[src/rtl/hazard_pkg.sv]
// Shared types and helpers for the hazard scoreboard and its operand match units.
package hazard_pkg;

    // Scoreboard entries store rd zero-extended to this width; REG_ADDR_W must not exceed it.
    localparam int unsigned SB_RD_W = 8;

    typedef struct packed {
        logic               valid;
        logic [SB_RD_W-1:0] rd;
        logic               is_load;
    } sb_entry_t;

    // fwd_sel: 0 = regfile value, k in 1..DEPTH-1 = result held after stage k-1,
    // DEPTH = retired-write holding register kept one cycle past WB.
    localparam int unsigned FWD_REGFILE = 0;

    function automatic int unsigned fwd_sel_width(input int unsigned depth);
        return $clog2(depth + 1);
    endfunction

endpackage

[src/rtl/hazard_match.sv]
// Youngest-producer search for one source operand across all scoreboard stages.
module hazard_match
    import hazard_pkg::*;
#(
    parameter int unsigned DEPTH = 3,
    parameter int unsigned SEL_W = 2
) (
    input  sb_entry_t [DEPTH-1:0] entries,
    input  logic                  use_op,
    input  logic [SB_RD_W-1:0]    idx,
    output logic                  hit,
    output logic [SEL_W-1:0]      stage,
    output logic                  is_load
);

    always_comb begin
        hit     = 1'b0;
        stage   = '0;
        is_load = 1'b0;
        if (use_op && (idx != '0)) begin
            // Walk oldest to youngest so the lowest matching stage wins.
            for (int s = int'(DEPTH) - 1; s >= 0; s--) begin
                if (entries[s].valid && (entries[s].rd == idx)) begin
                    hit     = 1'b1;
                    stage   = SEL_W'(s);
                    is_load = entries[s].is_load;
                end
            end
        end
    end

endmodule

[src/rtl/hazard_scoreboard.sv]
// In-flight write scoreboard: load-use stall, flush bubbles and registered forwarding selects.
// Optional performance counters (stall_cycles, flush_count) are built when HAZARD_PERF_EN is defined.
module hazard_scoreboard
    import hazard_pkg::*;
#(
    parameter int unsigned REG_ADDR_W = 5,
    parameter int unsigned DEPTH      = 3,
    parameter int unsigned LOAD_LAT   = 2,
    parameter int unsigned CNT_W      = 32
) (
    input  logic                             clk,
    input  logic                             reset,
    input  logic                             issue_valid,
    input  logic                             issue_reg_write,
    input  logic                             issue_is_load,
    input  logic [REG_ADDR_W-1:0]            issue_rd,
    input  logic                             use_rs1,
    input  logic                             use_rs2,
    input  logic [REG_ADDR_W-1:0]            rs1,
    input  logic [REG_ADDR_W-1:0]            rs2,
    input  logic                             flush,
    output logic                             stall,
    output logic                             pc_write,
    output logic                             if_id_write,
    output logic                             bubble,
    output logic [fwd_sel_width(DEPTH)-1:0]  fwd_sel_rs1,
    output logic [fwd_sel_width(DEPTH)-1:0]  fwd_sel_rs2
`ifdef HAZARD_PERF_EN
    ,
    output logic [CNT_W-1:0]                 stall_cycles,
    output logic [CNT_W-1:0]                 flush_count
`endif
);

    localparam int unsigned FwdW = fwd_sel_width(DEPTH);

    sb_entry_t [DEPTH-1:0] entry_q, entry_d;
    logic [FwdW-1:0]       fwd_rs1_q, fwd_rs1_d, fwd_rs2_q, fwd_rs2_d;
    logic                  hit1, hit2, ld1, ld2, haz1, haz2;
    logic [FwdW-1:0]       stage1, stage2;

    hazard_match #(
        .DEPTH (DEPTH),
        .SEL_W (FwdW)
    ) u_match_rs1 (
        .entries (entry_q),
        .use_op  (use_rs1),
        .idx     (SB_RD_W'(rs1)),
        .hit     (hit1),
        .stage   (stage1),
        .is_load (ld1)
    );

    hazard_match #(
        .DEPTH (DEPTH),
        .SEL_W (FwdW)
    ) u_match_rs2 (
        .entries (entry_q),
        .use_op  (use_rs2),
        .idx     (SB_RD_W'(rs2)),
        .hit     (hit2),
        .stage   (stage2),
        .is_load (ld2)
    );

    // The producer advances one stage before the consumer reaches EX.
    always_comb begin
        haz1 = hit1 && ld1 && ((32'(stage1) + 32'd1) < LOAD_LAT);
        haz2 = hit2 && ld2 && ((32'(stage2) + 32'd1) < LOAD_LAT);
    end

    assign stall       = (haz1 | haz2) & ~flush & ~reset;
    assign bubble      = stall | flush;
    assign pc_write    = ~stall;
    assign if_id_write = ~stall;

    always_comb begin
        entry_d = '0;
        for (int s = 1; s < int'(DEPTH); s++) begin
            entry_d[s] = entry_q[s-1];
        end
        if (issue_valid && !bubble && issue_reg_write && (issue_rd != '0)) begin
            entry_d[0].valid   = 1'b1;
            entry_d[0].rd      = SB_RD_W'(issue_rd);
            entry_d[0].is_load = issue_is_load;
        end

        fwd_rs1_d = FwdW'(FWD_REGFILE);
        fwd_rs2_d = FwdW'(FWD_REGFILE);
        if (issue_valid && !bubble) begin
            if (hit1) fwd_rs1_d = stage1 + FwdW'(1);
            if (hit2) fwd_rs2_d = stage2 + FwdW'(1);
        end
    end

    always_ff @(posedge clk) begin
        if (reset) begin
            entry_q   <= '0;
            fwd_rs1_q <= '0;
            fwd_rs2_q <= '0;
        end else begin
            entry_q   <= entry_d;
            fwd_rs1_q <= fwd_rs1_d;
            fwd_rs2_q <= fwd_rs2_d;
        end
    end

    assign fwd_sel_rs1 = fwd_rs1_q;
    assign fwd_sel_rs2 = fwd_rs2_q;

`ifdef HAZARD_PERF_EN
    logic [CNT_W-1:0] stall_cnt_q, flush_cnt_q;

    // Free-running counters, wrapping naturally.
    always_ff @(posedge clk) begin
        if (reset) begin
            stall_cnt_q <= '0;
            flush_cnt_q <= '0;
        end else begin
            stall_cnt_q <= stall_cnt_q + CNT_W'(stall);
            flush_cnt_q <= flush_cnt_q + CNT_W'(flush);
        end
    end

    assign stall_cycles = stall_cnt_q;
    assign flush_count  = flush_cnt_q;
`else
    logic unused_cnt_w;
    assign unused_cnt_w = (CNT_W == 0);
`endif

endmodule
[config.mk]
export PLATFORM = sky130hd
export DESIGN_NAME = hazard_scoreboard
export DESIGN_NICKNAME = d
export VERILOG_FILES = /design/src/rtl/hazard_pkg.sv /design/src/rtl/hazard_match.sv /design/src/rtl/hazard_scoreboard.sv
export SDC_FILE = /design/constraint.sdc
export NUM_CORES = 1
export LEC_CHECK = 0
export CAP_MARGIN = 30
export CORE_UTILIZATION = 45
export DETAILED_ROUTE_END_ITERATION = 12
export PLACE_DENSITY = 0.74
export SETUP_SLACK_MARGIN = 0.05
export SLEW_MARGIN = 0
export SYNTH_ARGS = -nofsm -noshare
export SYNTH_HDL_FRONTEND = slang
export SYNTH_SLANG_ARGS = --single-unit
[constraint.sdc]
create_clock -name clk -period 5.7 [get_ports clk]
set_input_delay 1.14 -clock clk [delete_from_list [all_inputs] [get_ports clk]]
set_output_delay 1.14 -clock clk [all_outputs]
set_load 0.02 [all_outputs]
==> flow_summary_export.csv <==
group,metric,value,unit
logic_synthesis,synth.avg_cell_area,8.98,um2
critical_path,critPathTopFamily,"buffers and inverters",
logic_synthesis,synth_seq_area_share,0.387,
global_route,grt_pass1_vias,1135,
logic_synthesis,synth_edf_count,0,
drt,drt_wl_total,3080,um
layout,finalCoreUtilization,0.606,
logic_synthesis,async_flop_share,0,
placed_design,hpwl,2400,um
timing,period_share,0.959,
critical_path,crit_required,4.56,ns
global_route,grt_start_max_net_pins,16,
placed_design,io_buffers,30,
critical_path,arrival,4.33,ns
clock_tree,post_cts_buffers,0,
drt,drt-initial-drc-count,18,
placed_design,dpl.cell_count,205,
drt,first_pass_iters,4,
logic_synthesis,synthFlopType,"dfxtp_1",
layout,final_cell_mix,"30 x clkdlybuf4s50_1, 25 x dfxtp_1, 18 x xor2_1",
pwr,leakage,0.643,nW
clock_tree,cts-hold-fix-buffers,0,
clock_tree,cts_root_buf,"clkbuf_4",
layout,stdcell_count,209,
clock_tree,clock_sinks,25,
placed_design,place_congestion,0.816,
layout,multi_input_area,751,um2
global_route,grt_usage,0.216,
outcome,status,"finished clean",
critical_path,critPathLaunchType,"input port",
clock_tree,cts_buffers,3,
timing,hold_viol,0,
critical_path,max_stage_delay,0.59,ns
critical_path,cp_max_fo,14,
timing,fin_tns_setup,0,ns
timing,slew_violations,0,
layout,regArea,500,um2
drt,wire_per_inst,14.7,um
critical_path,end_kind,"output port",
floorplan,start_util,0.473,
floorplan,fp.coreArea,0.00273,mm2
critical_path,cp_num_buf_inv,2,
timing,rsz0062_at_grt,"no",
layout,nFillCells,238,
timing,tightestPinTransition,0.376,ns
timing,setup_viol,0,
global_route,grt_remaining_overflow,0,
logic_synthesis,synth-seq-cells,25,
drt,viasPerCell,5.33,
logic_synthesis,synth_area_leaders,"dfxtp_1 39%, xor2_1 12%, xnor2_1 8.1%",
flow_run,max-cap-violations,0,
floorplan,rows,19,
critical_path,cpMostUsedCell,"clkdlybuf4s50_1",
min_path,hold_path_class,"flip-flop to flip-flop",
logic_synthesis,syn_inst,144,
clock_tree,cts_tree,"built",
logic_synthesis,netlist_area,0.00129,mm2
drt,ant_nets,0,
critical_path,worstPathCellList,"clkdlybuf4s50_1 -> or4_1 -> o21ai_1 -> nor2_1 -> nand2_1 -> ha_1 -> o211ai_1 -> a2111oi_2 -> a41o_2 -> or2_2 -> clkdlybuf4s50_1",
drt,vias,1115,
floorplan,die_h,55.6,um
layout,nets,204,
timing,slew_headroom,0.747,
layout,final_common_cell,"clkdlybuf4s50_1",
timing,skew,0.00293,ns
logic_synthesis,synth.top_cell.area_share,0.387,
layout,syn2layout_area_growth,28.3,%
layout,drive_above_1_share,0.0618,
critical_path,critPathKind,"input port to output port",
layout,antenna_cells,0,
logic_synthesis,synth_fp_nets,169,
timing,fin_crit,5.47,ns
drt,drc,0,
clock_tree,clock_path_buffers,2,
timing,max_freq,183,MHz
clock_tree,post_cts_resized,0,
floorplan,io_pins,31,
global_route,grt_first_pass_wirelength,5280,um
floorplan,die_area,0.00309,mm2
clock_tree,clk_pin_slew,0.14,ns
logic_synthesis,yosysTopAreaCell,"dfxtp_1",
pwr,power.ir.vdd_worst,0.000139,V
floorplan,die_w,55.6,um
logic_synthesis,yosysWarnings,0,
logic_synthesis,synthDistinctLibCells,31,
clock_tree,clock_latency,0.33,ns
clock_tree,htreeDepth,1,
global_route,grt_antenna_before_repair,0,
pwr,powerDensity,185,mW/mm2
critical_path,cpMaxStageDelayCell,"clkdlybuf4s50_1",
[sequential cells by signal, summed over array words and instances (netlist names)]
signal       count
entry_q          7
fwd_sel_rs2      2
entry_d         14
fwd_sel_rs1      2
[metal layers]
| layer | vias to the layer above | global-route usage | part of all wire |
|---|---|---|---|
| met2 | 33 | 0.351 | 0.49 |
| met1 | 515 | 0.290 | 0.46 |
| li1 | 562 | - | - |
| met5 | - | 0 | 0 |
| met3 | 5 | 0.0279 | 0.042 |
| met4 | 0 | 0.0929 | 0.014 |
[path summary, 6_finish.rpt]
check                   end  depth (start not counted)  slack (ns)         from
max                  bubble                         11        0.23       rs1[3]
min             entry_d[20]                          1        0.48  entry_d[10]
max reg2reg  fwd_sel_rs1[0]                         11        3.22  entry_q[24]
min reg2reg     entry_d[20]                          1        0.48  entry_d[10]
[report_power, final]
group          switching (mW)  leakage, nW  total (mW)  internal [mW]
logic                  0.0206        0.426      0.0458         0.0252
clock network          0.0550       0.0150      0.0825         0.0275
registers             0.00177        0.202       0.178          0.177
total                  0.0773        0.643       0.307          0.229
[synthesized netlist by cell type, drive strengths merged (2+ instances only)]
cell	instances
o21a	2
nor3	2
xor2	18
nor3b	2
nand4	4
inv	5
nor4	6
or4	3
and3	4
nand2	10
nand3	9
xnor2	12
ha	2
dfxtp	25
buf	2
nor2	12
nor2b	14
o211ai	2
[kinds of logic (layout without fill, tap and decap cells)]
family	count (synthesis)	after routing	synth area share
compound gates	9	9	0.0581
xor+xnor	30	30	0.203
fa+ha+maj	2	2	0.0194
buf+inv	8	42	0.0319
flops	25	25	0.387
mux	1	1	0.00774
simple gates	69	69	0.292
[through the flow]
stage	worst slack, ns	instance area [um2]	hold slack, ns	total power [mW]
after global routing	0.121	1660	0.504	0.320
after floorplan	1.34	1290	0.438	0.200
final	0.232	1660	0.484	0.307
after global placement	0.360	1630	0.466	0.226
after detailed placement	0.234	1630	0.465	0.227
after CTS	0.235	1660	0.484	0.307
[area by class of cell]
class	count	area share
Timing Repair Buffer	33	0.195
Sequential cell	25	0.302
Multi-Input combinational cell	111	0.453
Tap cell	31	0.0234
Clock buffer	4	0.0158
Inverter	5	0.0113
No activity file was read; power rests on OpenSTA's default activity.
